$ cat config.mk
export PLATFORM = sky130hd
export DESIGN_NAME = multi_frequency_divider
export DESIGN_NICKNAME = d
export VERILOG_FILES = /design/src/rtl/freq_div_pkg.sv /design/src/rtl/divider_channel.sv /design/src/rtl/multi_frequency_divider.sv
export SDC_FILE = /design/constraint.sdc
export NUM_CORES = 1
export LEC_CHECK = 0
export ABC_AREA = 1
export ABC_CLOCK_PERIOD_IN_PS = 7600
export CORE_MARGIN = 3
export CORE_UTILIZATION = 55
export DETAILED_ROUTE_END_ITERATION = 16
export GPL_TIMING_DRIVEN = 0
export HOLD_SLACK_MARGIN = 0.12
export MAX_ROUTING_LAYER = met4
export PLACE_DENSITY = 0.73
export RECOVER_POWER = 50
export SYNTH_ARGS = -nofsm -noshare
export SYNTH_HDL_FRONTEND = slang
export SYNTH_HIERARCHICAL = 1
export SYNTH_SLANG_ARGS = --single-unit
export TNS_END_PERCENT = 5
$ cat constraint.sdc
create_clock -name Clock -period 7.6 [get_ports Clock]
set_input_delay 1.52 -clock Clock [delete_from_list [all_inputs] [get_ports Clock]]
set_output_delay 1.52 -clock Clock [all_outputs]
set_load 0.005 [all_outputs]
$ cat src/rtl/freq_div_pkg.sv
// Shared constants, helpers and channel action encoding for the multi-channel frequency divider.
package freq_div_pkg;

    localparam int DIV_WIDTH_DEF   = 16;
    localparam int DEFAULT_DIV_DEF = 2;

    // What a channel does on the coming edge, in priority order below reset.
    typedef enum logic [1:0] {
        ACT_IDLE  = 2'd0,
        ACT_COUNT = 2'd1,
        ACT_WRAP  = 2'd2,
        ACT_SYNC  = 2'd3
    } ch_action_e;

    function automatic int clog2(input int value);
        int result = 0;
        int rem    = value - 1;
        while (rem > 0) begin
            result++;
            rem = rem >> 1;
        end
        return result;
    endfunction

    function automatic int index_width(input int count);
        return (count > 1) ? clog2(count) : 1;
    endfunction

endpackage

$ cat src/rtl/divider_channel.sv
// One divider channel: period counter, single-entry pending divisor slot and registered outputs.
module divider_channel
    import freq_div_pkg::*;
#(
    parameter int DIV_WIDTH   = DIV_WIDTH_DEF,
    parameter int DEFAULT_DIV = DEFAULT_DIV_DEF
) (
    input  logic                 Clock,
    input  logic                 Reset,
    input  logic                 enable,
    input  logic                 sync,
    input  logic                 load_strobe,
    input  logic [DIV_WIDTH-1:0] load_value,
    output logic                 pending,
    output logic                 clock_division,
    output logic                 tick
);

    localparam logic [DIV_WIDTH-1:0] ONE = DIV_WIDTH'(1);

    logic [DIV_WIDTH-1:0] r_div, r_count, r_pend_val;
    logic                 r_pending, r_clock_division, r_tick;

    logic [DIV_WIDTH-1:0] w_div_next, w_count_next, w_pend_val_next, w_div_apply;
    logic                 w_pending_next, w_clock_division_next, w_tick_next;
    logic                 w_active, w_active_apply;
    ch_action_e           w_action;

    function automatic logic [DIV_WIDTH-1:0] high_len(input logic [DIV_WIDTH-1:0] d);
        return d - (d >> 1);
    endfunction

    always_comb begin
        w_div_apply    = r_pending ? r_pend_val : r_div;
        w_active       = enable && (r_div != '0);
        w_active_apply = enable && (w_div_apply != '0);
        if (sync)                         w_action = ACT_SYNC;
        else if (!w_active)               w_action = ACT_IDLE;
        else if (r_count == r_div - ONE)  w_action = ACT_WRAP;
        else                              w_action = ACT_COUNT;
    end

    always_comb begin
        // NOTE: every target gets a default first so no path leaves it unassigned (no latches).
        w_div_next            = r_div;
        w_count_next          = r_count;
        w_pend_val_next       = r_pend_val;
        w_pending_next        = r_pending;
        w_clock_division_next = 1'b0;
        w_tick_next           = 1'b0;
        unique case (w_action)
            ACT_SYNC, ACT_WRAP: begin
                w_div_next            = w_div_apply;
                w_pending_next        = 1'b0;
                w_count_next          = '0;
                w_clock_division_next = w_active_apply;
                w_tick_next           = w_active_apply;
            end
            ACT_COUNT: begin
                w_count_next          = r_count + ONE;
                w_clock_division_next = (r_count + ONE) < high_len(r_div);
            end
            ACT_IDLE: begin
                if (r_pending) begin
                    w_div_next     = r_pend_val;
                    w_count_next   = '0;
                    w_pending_next = 1'b0;
                end
            end
            default: ;
        endcase
        // A load on a boundary edge only fills the slot; it is applied at the next boundary.
        if (load_strobe) begin
            w_pend_val_next = load_value;
            w_pending_next  = 1'b1;
        end
    end

    always_ff @(posedge Clock or posedge Reset) begin
        if (Reset) begin
            r_div            <= DIV_WIDTH'(DEFAULT_DIV);
            r_count          <= DIV_WIDTH'(DEFAULT_DIV - 1);
            r_pend_val       <= '0;
            r_pending        <= 1'b0;
            r_clock_division <= 1'b0;
            r_tick           <= 1'b0;
        end else begin
            // NOTE: non-blocking so every flop samples the pre-edge state together.
            r_div            <= w_div_next;
            r_count          <= w_count_next;
            r_pend_val       <= w_pend_val_next;
            r_pending        <= w_pending_next;
            r_clock_division <= w_clock_division_next;
            r_tick           <= w_tick_next;
        end
    end

    assign pending        = r_pending;
    assign clock_division = r_clock_division;
    assign tick           = r_tick;

endmodule

$ cat src/rtl/multi_frequency_divider.sv
// CHANNELS independent programmable clock dividers sharing one divisor-load port and a global sync.
module multi_frequency_divider
    import freq_div_pkg::*;
#(
    parameter int  CHANNELS    = 4,
    parameter int  DIV_WIDTH   = DIV_WIDTH_DEF,
    parameter int  DEFAULT_DIV = DEFAULT_DIV_DEF,
    localparam int CH_W        = index_width(CHANNELS)
) (
    input  logic                 Clock,
    input  logic                 Reset,
    input  logic                 Div_load_valid,
    input  logic [CH_W-1:0]      Div_load_channel,
    input  logic [DIV_WIDTH-1:0] Div_load_value,
    output logic                 Div_load_ready,
    input  logic [CHANNELS-1:0]  Enable,
    input  logic                 Sync,
    output logic [CHANNELS-1:0]  Clock_division,
    output logic [CHANNELS-1:0]  Tick
);

    logic [CHANNELS-1:0] w_pending;
    logic [CHANNELS-1:0] w_load_strobe;

    // Out-of-range channel numbers stay ready and are silently dropped.
    always_comb begin
        Div_load_ready = 1'b1;
        for (int i = 0; i < CHANNELS; i++) begin
            if (Div_load_channel == CH_W'(i)) Div_load_ready = !w_pending[i];
        end
    end

    for (genvar g = 0; g < CHANNELS; g++) begin : g_ch
        assign w_load_strobe[g] = Div_load_valid && Div_load_ready
                                  && (Div_load_channel == CH_W'(g));

        divider_channel #(
            .DIV_WIDTH   (DIV_WIDTH),
            .DEFAULT_DIV (DEFAULT_DIV)
        ) u_channel (
            .Clock          (Clock),
            .Reset          (Reset),
            .enable         (Enable[g]),
            .sync           (Sync),
            .load_strobe    (w_load_strobe[g]),
            .load_value     (Div_load_value),
            .pending        (w_pending[g]),
            .clock_division (Clock_division[g]),
            .tick           (Tick[g])
        );
    end

endmodule

==> run metrics, run 1 <==
status=finished, violations left; violated checks=max-capacitance violations, max-slew violations; Post-CTS Hold Fix Bufs=0; clk_lat worst skew=0.56 ns; Worst-Margin Slew=2.323 ns; register area share after synthesis=25.66%; vias per std cell=5.457; grt total ovfl=0; Wirelength per Cell=16.39 µm; Clock Sinks=204; largest cells by area after synthesis=dfrtp_1 (25%), nand2_1 (16%), ha_1 (15%), inv_1 (7.8%), xor2_1 (6.0%); Fin Hold WS=~0.47 ns; VDD IR max=0.2270 mV; Longest Clk Path Bufs=3; I/O Pins=35; Root Driver=clkbuf_16; vias in the first global route=18110; Slew Viols, Final=146; DRT antenna net count=0; most common cell after layout, fill and taps aside=nand2_1; Post-DP HPWL=45110 µm; top_reg_cell synth=dfrtp_1; min-delay worst type=reg -> reg; Die H=approximately 200 µm; core box area=around 36000 µm²; max_cap viols=4; total global routing track utilization=29.46%; DRT Wirelength=56140 µm; routability cong.=~0.96; Post-Syn Area=19930 µm²; CTS tree=done; Fillers=about 3300; Worst setup SP type=input pin; pwr/cell area=297.6 nW/µm²; Worst setup EP type=output pin; initial antenna violation count=0; final total power=approximately 6.5 mW; Tmin final=4.706 ns; dominant cell type by area after synthesis=dfrtp_1; initial cell density of the core=55.90%; pin count of the biggest net entering global routing=43; area delta synth->final=8.957%; setup TNS=0 ns; die area=slightly below 40000 µm²; post-route cell area=21720 µm²; Unique masters post-synth=52; fraction of registers with async set or reset after synthesis=100.0%; Final period util=61.92%; synth warn=6; Clock H-tree levels=1; # diodes=0; Starting DRT DRC Count=1131; Reg clk slew, reported paths=approximately 0.06 ns; Post-synth EDFFs=0; CTS Buf Count=25; count of final hold-check violations=0; FF+latch count, synth=204; placed cell areas=20930 µm²; relative slew slack=-54.86%; first-pass GRT wire length=roughly 90000 µm; Lkg Pwr=11.51 nW; die width=196.4 µm; Pre-antenna DRT Iters=7; setup repair bufs after CTS=0; input/output buffers=34; final setup fails=0; Final Core Density=60.91%; Crit Path Max Fanout=6; nets=3209; WP data required=6.08 ns; average cell area after synthesis=between 6 and 7 µm²; skew final=0.02099 ns; Post-CTS Resized=0; Synth Instances=2882; vias=18690; Max Clk Rate=0.2125 GHz; RSZ-0062 raised after global routing=no; most frequent cells in the layout=nand2_1 (833), inv_1 (414), ha_1 (232); critical path class=in -> out; num rows=69; post-synth top area share=24.61%; DRC viols=0; share of layout cells above drive strength 1=under 10%; Critical Path AT=3.19 ns; Syn Nets=~3100
## synth_stat cells (10+ instances only)
cell type,count
nor2_1,134
xnor2_1,32
a21oi_1,106
clkbuf_1,53
nand3_1,135
nor4_1,26
nand2_2,24
nor3_2,11
nand2_1,833
inv_1,414
nand3b_1,12
ha_1,232
dfrtp_1,196
inv_2,20
xor2_1,136
o21bai_1,10
nor3_1,20
buf_2,31
nand4_1,187
o21ai_0,155
## power breakdown
part           total, mW  leakage [nW]  switching [mW]  internal (mW)
registers           1.48          2.62           0.216           1.26
clock network       1.27         0.425           0.498          0.769
logic               3.72          8.47            2.38           1.33
total               6.46          11.5            3.10           3.37
## area by class of cell
cell class	count	area (µm²)	area share (%)
Multi-Input combinational cell	2142	12700	58.50
Sequential cell	204	5115	23.55
Inverter	438	1644	7.570
Clock buffer	30	674.4	3.105
Tap cell	461	576.8	2.656
Buffer	98	456.7	2.103
Timing Repair Buffer	38	355.3	1.636
Clock inverter	15	191.4	0.8814
## metal layers
metal / vias up / part of all wire (%) / GRT usage (%) / routed length, µm
li1: 9437 / - / - / -
met1: 8698 / 44 / 36.21 / 24430
met2: 453 / 49 / 51.17 / 27270
met3: 106 / 4.4 / 3.128 / 2487
met4: 0 / 3.5 / 9.321 / 1958
met5: - / 0 / - / 0
## worst paths after layout
kind,startpoint,end,slack [ns],depth (start not counted)
min reg2reg,g_ch[2].u_channel/r_pend_val[7]$_DFFE_PP0P_,g_ch[2].u_channel/r_pend_val[7]$_DFFE_PP0P_,0.47,2
max in group asynchronous,Reset,g_ch[0].u_channel/r_count[13]$_DFFE_PP0P_,3.54,3
min,g_ch[2].u_channel/r_pend_val[7]$_DFFE_PP0P_,g_ch[2].u_channel/r_pend_val[7]$_DFFE_PP0P_,0.47,2
min in group asynchronous,Reset,g_ch[0].u_channel/r_pend_val[12]$_DFFE_PP0P_,1.53,2
max reg2reg,g_ch[0].u_channel/r_div[2]$_DFFE_PP0P_,g_ch[0].u_channel/clock_division$_DFF_PP0_,3.75,20
max,Div_load_channel[1],Div_load_ready,2.89,5
## logic make-up (layout without fill, tap and decap cells)
logic type | Yosys count | after routing | share of synthesized area [%]
and+or+nand+nor | 1417 | 1417 | 32.47
DFF | 204 | 204 | 25.66
AOI/OAI and AO/OA | 317 | 317 | 8.662
adders and majority gates | 236 | 236 | 14.96
xor gates and xnor gates | 172 | 172 | 7.708
buffers and inverters | 536 | 619 | 10.54
## stage by stage
stage | cells | worst slack, ns
4_1_cts | 3426 | 2.930
5_1_grt | 3426 | 2.838
3_5_place_dp | 3381 | 2.933
6_report | 3426 | 2.894
3_3_place_gp | 3377 | 2.955
2_1_floorplan | 2882 | 4.240
## worst max-delay path, cell delays in order
cell	delay [ns]
clkdlybuf4s50_1	0.68
nand2_2	0.08
or2_0	0.23
nand2_2	0.14
clkdlybuf4s50_1	0.53
## registers in the layout, summed over array words and instances (netlist names)
signal	cells
g_ch.u_channel/r_pend_val	64
g_ch.u_channel/clock_division	4
g_ch.u_channel/pending	4
g_ch.u_channel/r_count	64
g_ch.u_channel/r_div	64
g_ch.u_channel/tick	4
No activity file was read; power rests on OpenSTA's default activity.
==> run 2: changes to the inputs <==
Settings changed: ABC_CLOCK_PERIOD_IN_PS 7600 to 4500.
Clock period 7.6 ns to 4.5 ns, I/O delays scaled along.
==> run 2 against run 1 <==
- via count fell by 0.28%
- count of clock-buffer cells in the layout did not move
- highest routed layer unchanged
- utilization hardly changed
- largest cell class unchanged
- clock power grew 69%
- the run still ends with max-capacitance violations, max-slew violations left
- combinational power is 69% higher
==> run metrics, run 2 (synthesis results as in run 1) <==
pwr/cell area=502.6 nW/µm² (+69%); Root Driver=clkbuf_16; Post-CTS Hold Fix Bufs=0 (unchanged); # diodes=0 (unchanged); Post-CTS Resized=0 (unchanged); Reg clk slew, reported paths=0.06 ns (about the same); routability cong.=0.9642 (unchanged); hold path cells=2 (unchanged); vias=18640 (-0.28%); critical path class=reg -> reg; Max Clk Rate=between 0.2 and 0.3 GHz; clock share of power=19.6% (about the same); Final period util=85.88%; DRT antenna net count=0 (unchanged); Crit Path Max Fanout=6 (unchanged); Die H=196.4 µm (unchanged); nets=3209 (unchanged); die width=196.4 µm (unchanged); setup repair bufs after CTS=0 (unchanged); power share of the sequential group=22.9% (about the same); I/O Pins=35 (unchanged); RSZ-0062 raised after global routing=no; initial cell density of the core=55.90% (unchanged); num rows=69 (unchanged); area delta synth->final=9.020% (about the same); input/output buffers=34 (unchanged); relative slew slack=-54.03% (+0.83 points); max_cap viols=4 (unchanged); DRC viols=0 (unchanged); Starting DRT DRC Count=1094 (-3.3%); slowest stage cell, crit path=dfrtp_1; DRT Wirelength=56150 µm (about the same); core box area=35660 µm² (unchanged); final setup fails=0 (unchanged); CTS Buf Count=25 (unchanged); CTS tree=done; count of final hold-check violations=0 (unchanged); clk_lat worst skew=0.55 ns (about the same); WP data required=4.98 ns (-1.10 ns); Comb pwr share=57.5% (about the same); setup TNS=0 ns (unchanged); first-pass GRT wire length=89990 µm (unchanged); NetSw=5.235 mW (+69%); Slew Viols, Final=146 (unchanged); status=finished, violations left; violated checks=max-capacitance violations, max-slew violations; most common cell after layout, fill and taps aside=nand2_1; CP max stage delay=0.44 ns (-0.24 ns); Lkg Pwr=11.52 nW (about the same); Cell Chain, Critical Path=inv_1 -> ha_1 -> inv_1 -> a21oi_1 -> nand2_1 -> a21oi_1 -> inv_1 -> nand2_1 -> nand2_1 -> a21boi_0 -> o21ai_0 -> xor2_1 -> ha_1 -> nand2_1 -> nor2_1 -> a211oi_1 -> o21ai_0 -> a21oi_1 -> nand4_1 -> nand2_1; die area=38560 µm² (unchanged); Critical Path AT=4.34 ns (+1.15 ns); initial antenna violation count=0 (unchanged); Longest Clk Path Bufs=3 (unchanged); skew final=0.01762 ns (-0.003364 ns); share of layout cells above drive strength 1=6.341% (+0.034 points); cell mode on critical path=nand2_1; total global routing track utilization=29.46% (unchanged); most frequent cells in the layout=nand2_1 (833), inv_1 (414), ha_1 (232); Clock Sinks=204 (unchanged); VDD IR max=0.3829 mV (+69%); biggest regs=g_ch.u_channel/r_count (64), g_ch.u_channel/r_div (64), g_ch.u_channel/r_pend_val (64); vias per std cell=5.441 (-0.28%); pre-CTS setup slack=0.7518 ns (-2.182 ns); Sw Ratio=47.93% (about the same); setup slack after layout=0.6354 ns (-2.259 ns); Pre-antenna DRT Iters=7 (unchanged); Worst setup SP type=flop; Worst-Margin Slew=2.310 ns (-0.01245 ns); Fin Hold WS=0.4711 ns (+0.0004270 ns); Clock H-tree levels=1 (unchanged); Cell Int Power=5.687 mW (+69%); Worst Reg2Reg Path Length in Cells=20 (unchanged); Post-DP HPWL=45110 µm (unchanged); Wirelength per Cell=16.39 µm (about the same); Worst setup EP type=flop; vias in the first global route=18110 (unchanged); Tmin final=3.865 ns; min-delay worst type=reg -> reg; pin count of the biggest net entering global routing=43 (unchanged); grt total ovfl=0 (unchanged)
[run 2: changes by cell type in the layout (fill, tap and decap cells not counted)]
| cell | change |
|---|---|
| nand3_4 | +1 |
| dlygate4sd3_1 | +2 |
| nand3_1 | -1 |
| clkdlybuf4s50_1 | -2 |
[run 2: path summary, 6_finish.rpt]
path | start | end | slack, ns
setup reg to reg | g_ch[0].u_channel/r_div[2]$_DFFE_PP0P_ | g_ch[0].u_channel/clock_division$_DFF_PP0_ | 0.64
hold reg to reg | g_ch[2].u_channel/r_pend_val[5]$_DFFE_PP0P_ | g_ch[2].u_channel/r_pend_val[5]$_DFFE_PP0P_ | 0.47
hold / removal | g_ch[2].u_channel/r_pend_val[5]$_DFFE_PP0P_ | g_ch[2].u_channel/r_pend_val[5]$_DFFE_PP0P_ | 0.47
max in group asynchronous | Reset | g_ch[0].u_channel/r_count[13]$_DFFE_PP0P_ | 1.08
setup / recovery | g_ch[0].u_channel/r_div[2]$_DFFE_PP0P_ | g_ch[0].u_channel/clock_division$_DFF_PP0_ | 0.64
min in group asynchronous | Reset | g_ch[0].u_channel/r_pend_val[10]$_DFFE_PP0P_ | 0.91
[run 2: worst max-delay path: cells and delay by family, from the launching register on]
kind,cells,cell delay (ns)
xor gates and xnor gates,1,0.22
and+or+nand+nor,7,0.69
DFF,1,0.44
adders and majority gates,2,0.66
AOI/OAI and AO/OA,7,1.41
buffers and inverters,3,0.38
[run 2: metrics by stage]
step                instance area (µm²)  std cells  utilization (%)  total power, mW
global placement                  20850       3377            58.48            8.583
finish                            21730       3426            60.95            10.92
detailed placement                20930       3381            58.70            8.728
global route                      21730       3426            60.95            11.95
CTS                               21800       3426            61.13            10.92
floorplan                         19930       2882                -            7.221
[run 2: layer usage]
| layer | part of all wire [%] | up-vias | track usage [%] |
|---|---|---|---|
| met2 | 49 | 423 | 51.17 |
| met5 | 0 | - | - |
| li1 | - | 9434 | - |
| met1 | 44 | 8686 | 36.21 |
| met3 | 4.4 | 98 | 3.128 |
| met4 | 3.3 | 0 | 9.321 |
[run 2: power groups by stage]
stage	clock network, mW	registers, mW	logic, mW
finish	2.14	2.50	6.28
global route	2.25	2.54	7.16
CTS	2.18	2.49	6.25
detailed placement	0	2.52	6.21
global placement	0	2.51	6.08
floorplan	0	2.39	4.84
[run 2: cell type report]
cell class | instances | area [µm²]
multi-input cells | 2142 | 12720
flip-flops and latches | 204 | 5115
clock inverters | 15 | 191.4
clock buffers | 30 | 674.4
plain buffers | 98 | 456.7
repair buffers | 38 | 355.3
well taps | 461 | 576.8
fillers | 3315 | 13920
inverters | 438 | 1644
==> run 3: changes to the inputs <==
Settings changed: ABC_AREA 1 to not set, HOLD_SLACK_MARGIN 0.12 to 0.03.
==> run 3 against run 2 <==
- the flow still finishes with violations (max-capacitance violations, max-slew violations)
- register-to-register slack got worse by 0.48 ns
- power rose by 17%
- via count fell by 27%
- largest power group unchanged
==> run metrics, run 3 <==
status=finished, violations left; violated checks=max-capacitance violations, max-slew violations; Comb pwr share=61.3% (+3.8 points); busiest grt layer=met2; initial antenna violation count=0 (unchanged); dominant cell type by area after synthesis=dfrtp_1; Post-CTS Hold Fix Bufs=0 (unchanged); Reg clk slew, reported paths=0.06 ns (about the same); top-count cell post-synth=ha_1; routability cong.=0.9183 (-4.8%); input/output buffers=34 (unchanged); initial cell density of the core=55.98% (+0.080 points); clk_lat worst skew=0.53 ns (-0.02 ns); fraction of registers with async set or reset after synthesis=100.0% (unchanged); Post-synth EDFFs=0 (unchanged); post-synth top area share=27.62% (+3.0 points); biggest regs=g_ch.u_channel/r_count (64), g_ch.u_channel/r_div (64), g_ch.u_channel/r_pend_val (64); Pre-antenna DRT Iters=5 (-2); Worst setup EP type=flop; Unique masters post-synth=88 (+69%); Worst setup SP type=flop; vias in the first global route=13460 (-26%); power share of the sequential group=22.0% (-0.9 points); share of layout cells above drive strength 1=13.97% (+7.6 points); Post-DP HPWL=32530 µm (-28%); Syn Nets=2130 (-32%); grt total ovfl=0 (unchanged); skew final=0.01564 ns (-0.001981 ns); largest cells by area after synthesis=dfrtp_1 (28%), ha_1 (16%), xnor2_1 (6.9%), mux2_2 (5.6%), mux2_4 (3.4%); worst setup path start=g_ch[0].u_channel/r_div[1]$_DFFE_PP1P_; VDD IR max=0.3276 mV (-14%); die area=34480 µm² (-11%); GR Util met1=33.00% (-3.2 points); worst r2r dst=g_ch[0].u_channel/clock_division$_DFF_PP0_; Die H=185.7 µm (-5.4%); Worst Reg2Reg Path Length in Cells=16 (-20%); synth warn=6 (unchanged); pin count of the biggest net entering global routing=33 (-23%); DRT Wirelength=41810 µm (-26%); vias per std cell=5.806 (+6.7%); Crit Path Max Fanout=4 (-2); I/O Pins=35 (unchanged); CTS Buf Count=24 (-4.0%); Wirelength per Cell=17.74 µm (+8.3%); core box area=31720 µm² (-11%); Synth top cells by count=ha_1 (232), dfrtp_1 (196), inv_1 (150), xnor2_1 (140), nand2_1 (123); reg2reg setup slack=0.15 ns (-0.48 ns); WP data required=4.92 ns (-0.06 ns); Final period util=96.57% (+11 points); FF-to-FF Start=g_ch[0].u_channel/r_div[1]$_DFFE_PP1P_; NetSw=5.693 mW (+8.8%); Clock H-tree levels=1 (unchanged); Synth Instances=1868 (-35%); Sw Ratio=44.37% (-3.6 points); Worst Setup EP=g_ch[0].u_channel/clock_division$_DFF_PP0_; # diodes=0 (unchanged); vias=13680 (-27%); max_cap viols=3 (-1); average cell area after synthesis=9.506 µm² (+37%); met2 usage=40.84% (-10 points); min-delay worst type=reg -> reg; Lkg Pwr=9.003 nW (-22%); count of final hold-check violations=0 (unchanged); Fillers=2649 (-20%); Clock Sinks=204 (unchanged); DRT antenna net count=0 (unchanged); Max Clk Rate=0.2301 GHz (-11%); final total power=12.83 mW (+17%); Cell Int Power=7.139 mW (+26%); Root Driver=clkbuf_16; register area share after synthesis=28.80% (+3.1 points); num rows=65 (-5.8%); Tmin final=4.345 ns (+0.4809 ns); critical path class=reg -> reg; total global routing track utilization=24.68% (-4.8 points); clock share of power=16.8% (-2.8 points); most common cell after layout, fill and taps aside=ha_1; CTS tree=done; RSZ-0062 raised after global routing=yes; pwr/cell area=656.1 nW/µm² (+31%); Starting DRT DRC Count=658 (-40%); area delta synth->final=10.14%; Longest Clk Path Bufs=3 (unchanged); Post-Syn Area=17760 µm² (-11%); Critical Path AT=4.77 ns (+0.43 ns); Worst-Margin Slew=1.760 ns (-0.5502 ns); relative slew slack=-17.35% (+37 points); FF+latch count, synth=204 (unchanged); Fin Hold WS=0.5270 ns (+0.05587 ns); final setup fails=0 (unchanged); die width=185.7 µm (-5.4%); Final Core Density=61.66% (+0.71 points); Slew Viols, Final=90 (-38%); most frequent cells in the layout=ha_1 (232), dfrtp_1 (195), inv_1 (149); first-pass GRT wire length=68010 µm (-24%); top_reg_cell synth=dfrtp_1; DRC viols=0 (unchanged); setup TNS=0 ns (unchanged); GR Util met3=2.247% (-0.88 points); nets=2198 (-32%)
[run 3: power by group through the flow]
stage	sequential (mW)	clock, mW	combinational (mW)
floorplan	2.64	0	6.24
global placement	2.83	0	7.39
detailed placement	2.85	0	7.65
CTS	2.82	2.19	7.72
global route	2.88	2.27	8.83
finish	2.82	2.15	7.86
[run 3: through the flow]
stage               std cells  setup slack [ns]  instance area, µm²
floorplan                1868            0.6351               17760
global placement         2304            0.1391               18600
detailed placement       2308           0.08617               18680
CTS                      2352           0.03886               19560
global route             2356          -0.01507               19560
finish                   2356            0.1545               19560
[run 3: layout make-up]
type,count,area [µm²],area share [%]
Multi-Input combinational cell,1445,11740,60.01
Inverter,150,563.0,2.879
Sequential cell,204,5116,26.16
Clock inverter,16,231.5,1.184
Tap cell,402,503.0,2.572
Clock buffer,28,646.9,3.308
Timing Repair Buffer,42,385.4,1.970
Buffer,69,375.4,1.919
[run 3: timing repair]
| action | 4_1_cts | 5_1_grt |
|---|---|---|
| buffers inserted | 0 | 4 |
| resized for setup | 0 | 8 |
| setup endpoints to repair | 0 | 2 |
[run 3: worst min-delay path by stage]
stage / start / end / depth (start not counted)
6_report: g_ch[3].u_channel/r_pend_val[1]$_DFFE_PP0P_ / g_ch[3].u_channel/r_div[1]$_DFFE_PP1P_ / 1
5_1_grt: g_ch[3].u_channel/r_pend_val[1]$_DFFE_PP0P_ / g_ch[3].u_channel/r_div[1]$_DFFE_PP1P_ / 1
4_1_cts: g_ch[0].u_channel/r_pend_val[1]$_DFFE_PP0P_ / g_ch[0].u_channel/r_div[1]$_DFFE_PP1P_ / 1
3_5_place_dp: g_ch[3].u_channel/r_pend_val[1]$_DFFE_PP0P_ / g_ch[3].u_channel/r_div[1]$_DFFE_PP1P_ / 1
3_3_place_gp: g_ch[3].u_channel/r_pend_val[1]$_DFFE_PP0P_ / g_ch[3].u_channel/r_div[1]$_DFFE_PP1P_ / 1
2_1_floorplan: g_ch[0].u_channel/r_pend_val[1]$_DFFE_PP0P_ / g_ch[0].u_channel/r_div[1]$_DFFE_PP1P_ / 1
[run 3: critical path, cell delays in order, from the launching register on]
cell and delay, ns:
dfstp_2 0.55, ha_1 0.17, inv_1 0.05, fa_1 0.38, nor2b_1 0.15, o21a_1 0.18, o21bai_1 0.23, a21oi_2 0.10
a221o_1 0.33, o41a_1 0.42, buf_4 0.16, and4b_1 0.19, nor3_2 0.21, ha_1 0.18, nand4_1 0.15, or4_4 0.53
a31o_2 0.25
[run 3: per-layer routing]
metal	wire length [µm]	share of wire [%]	up-vias
li1	-	-	6716
met1	19830	47	6668
met2	19580	47	236
met3	1359	3.3	58
met4	1034	2.5	0
met5	0	0	-
[run 3: logic make-up (layout without fill, tap and decap cells)]
family / Yosys count / in the layout / share of synthesized area [%]
and+or+nand+nor: 544 / 544 / 16.14
AOI/OAI and AO/OA: 323 / 323 / 13.33
xor gates and xnor gates: 206 / 206 / 10.16
buffers and inverters: 219 / 305 / 5.285
muxes: 136 / 136 / 9.484
DFF: 204 / 204 / 28.80
adders and majority gates: 236 / 236 / 16.80
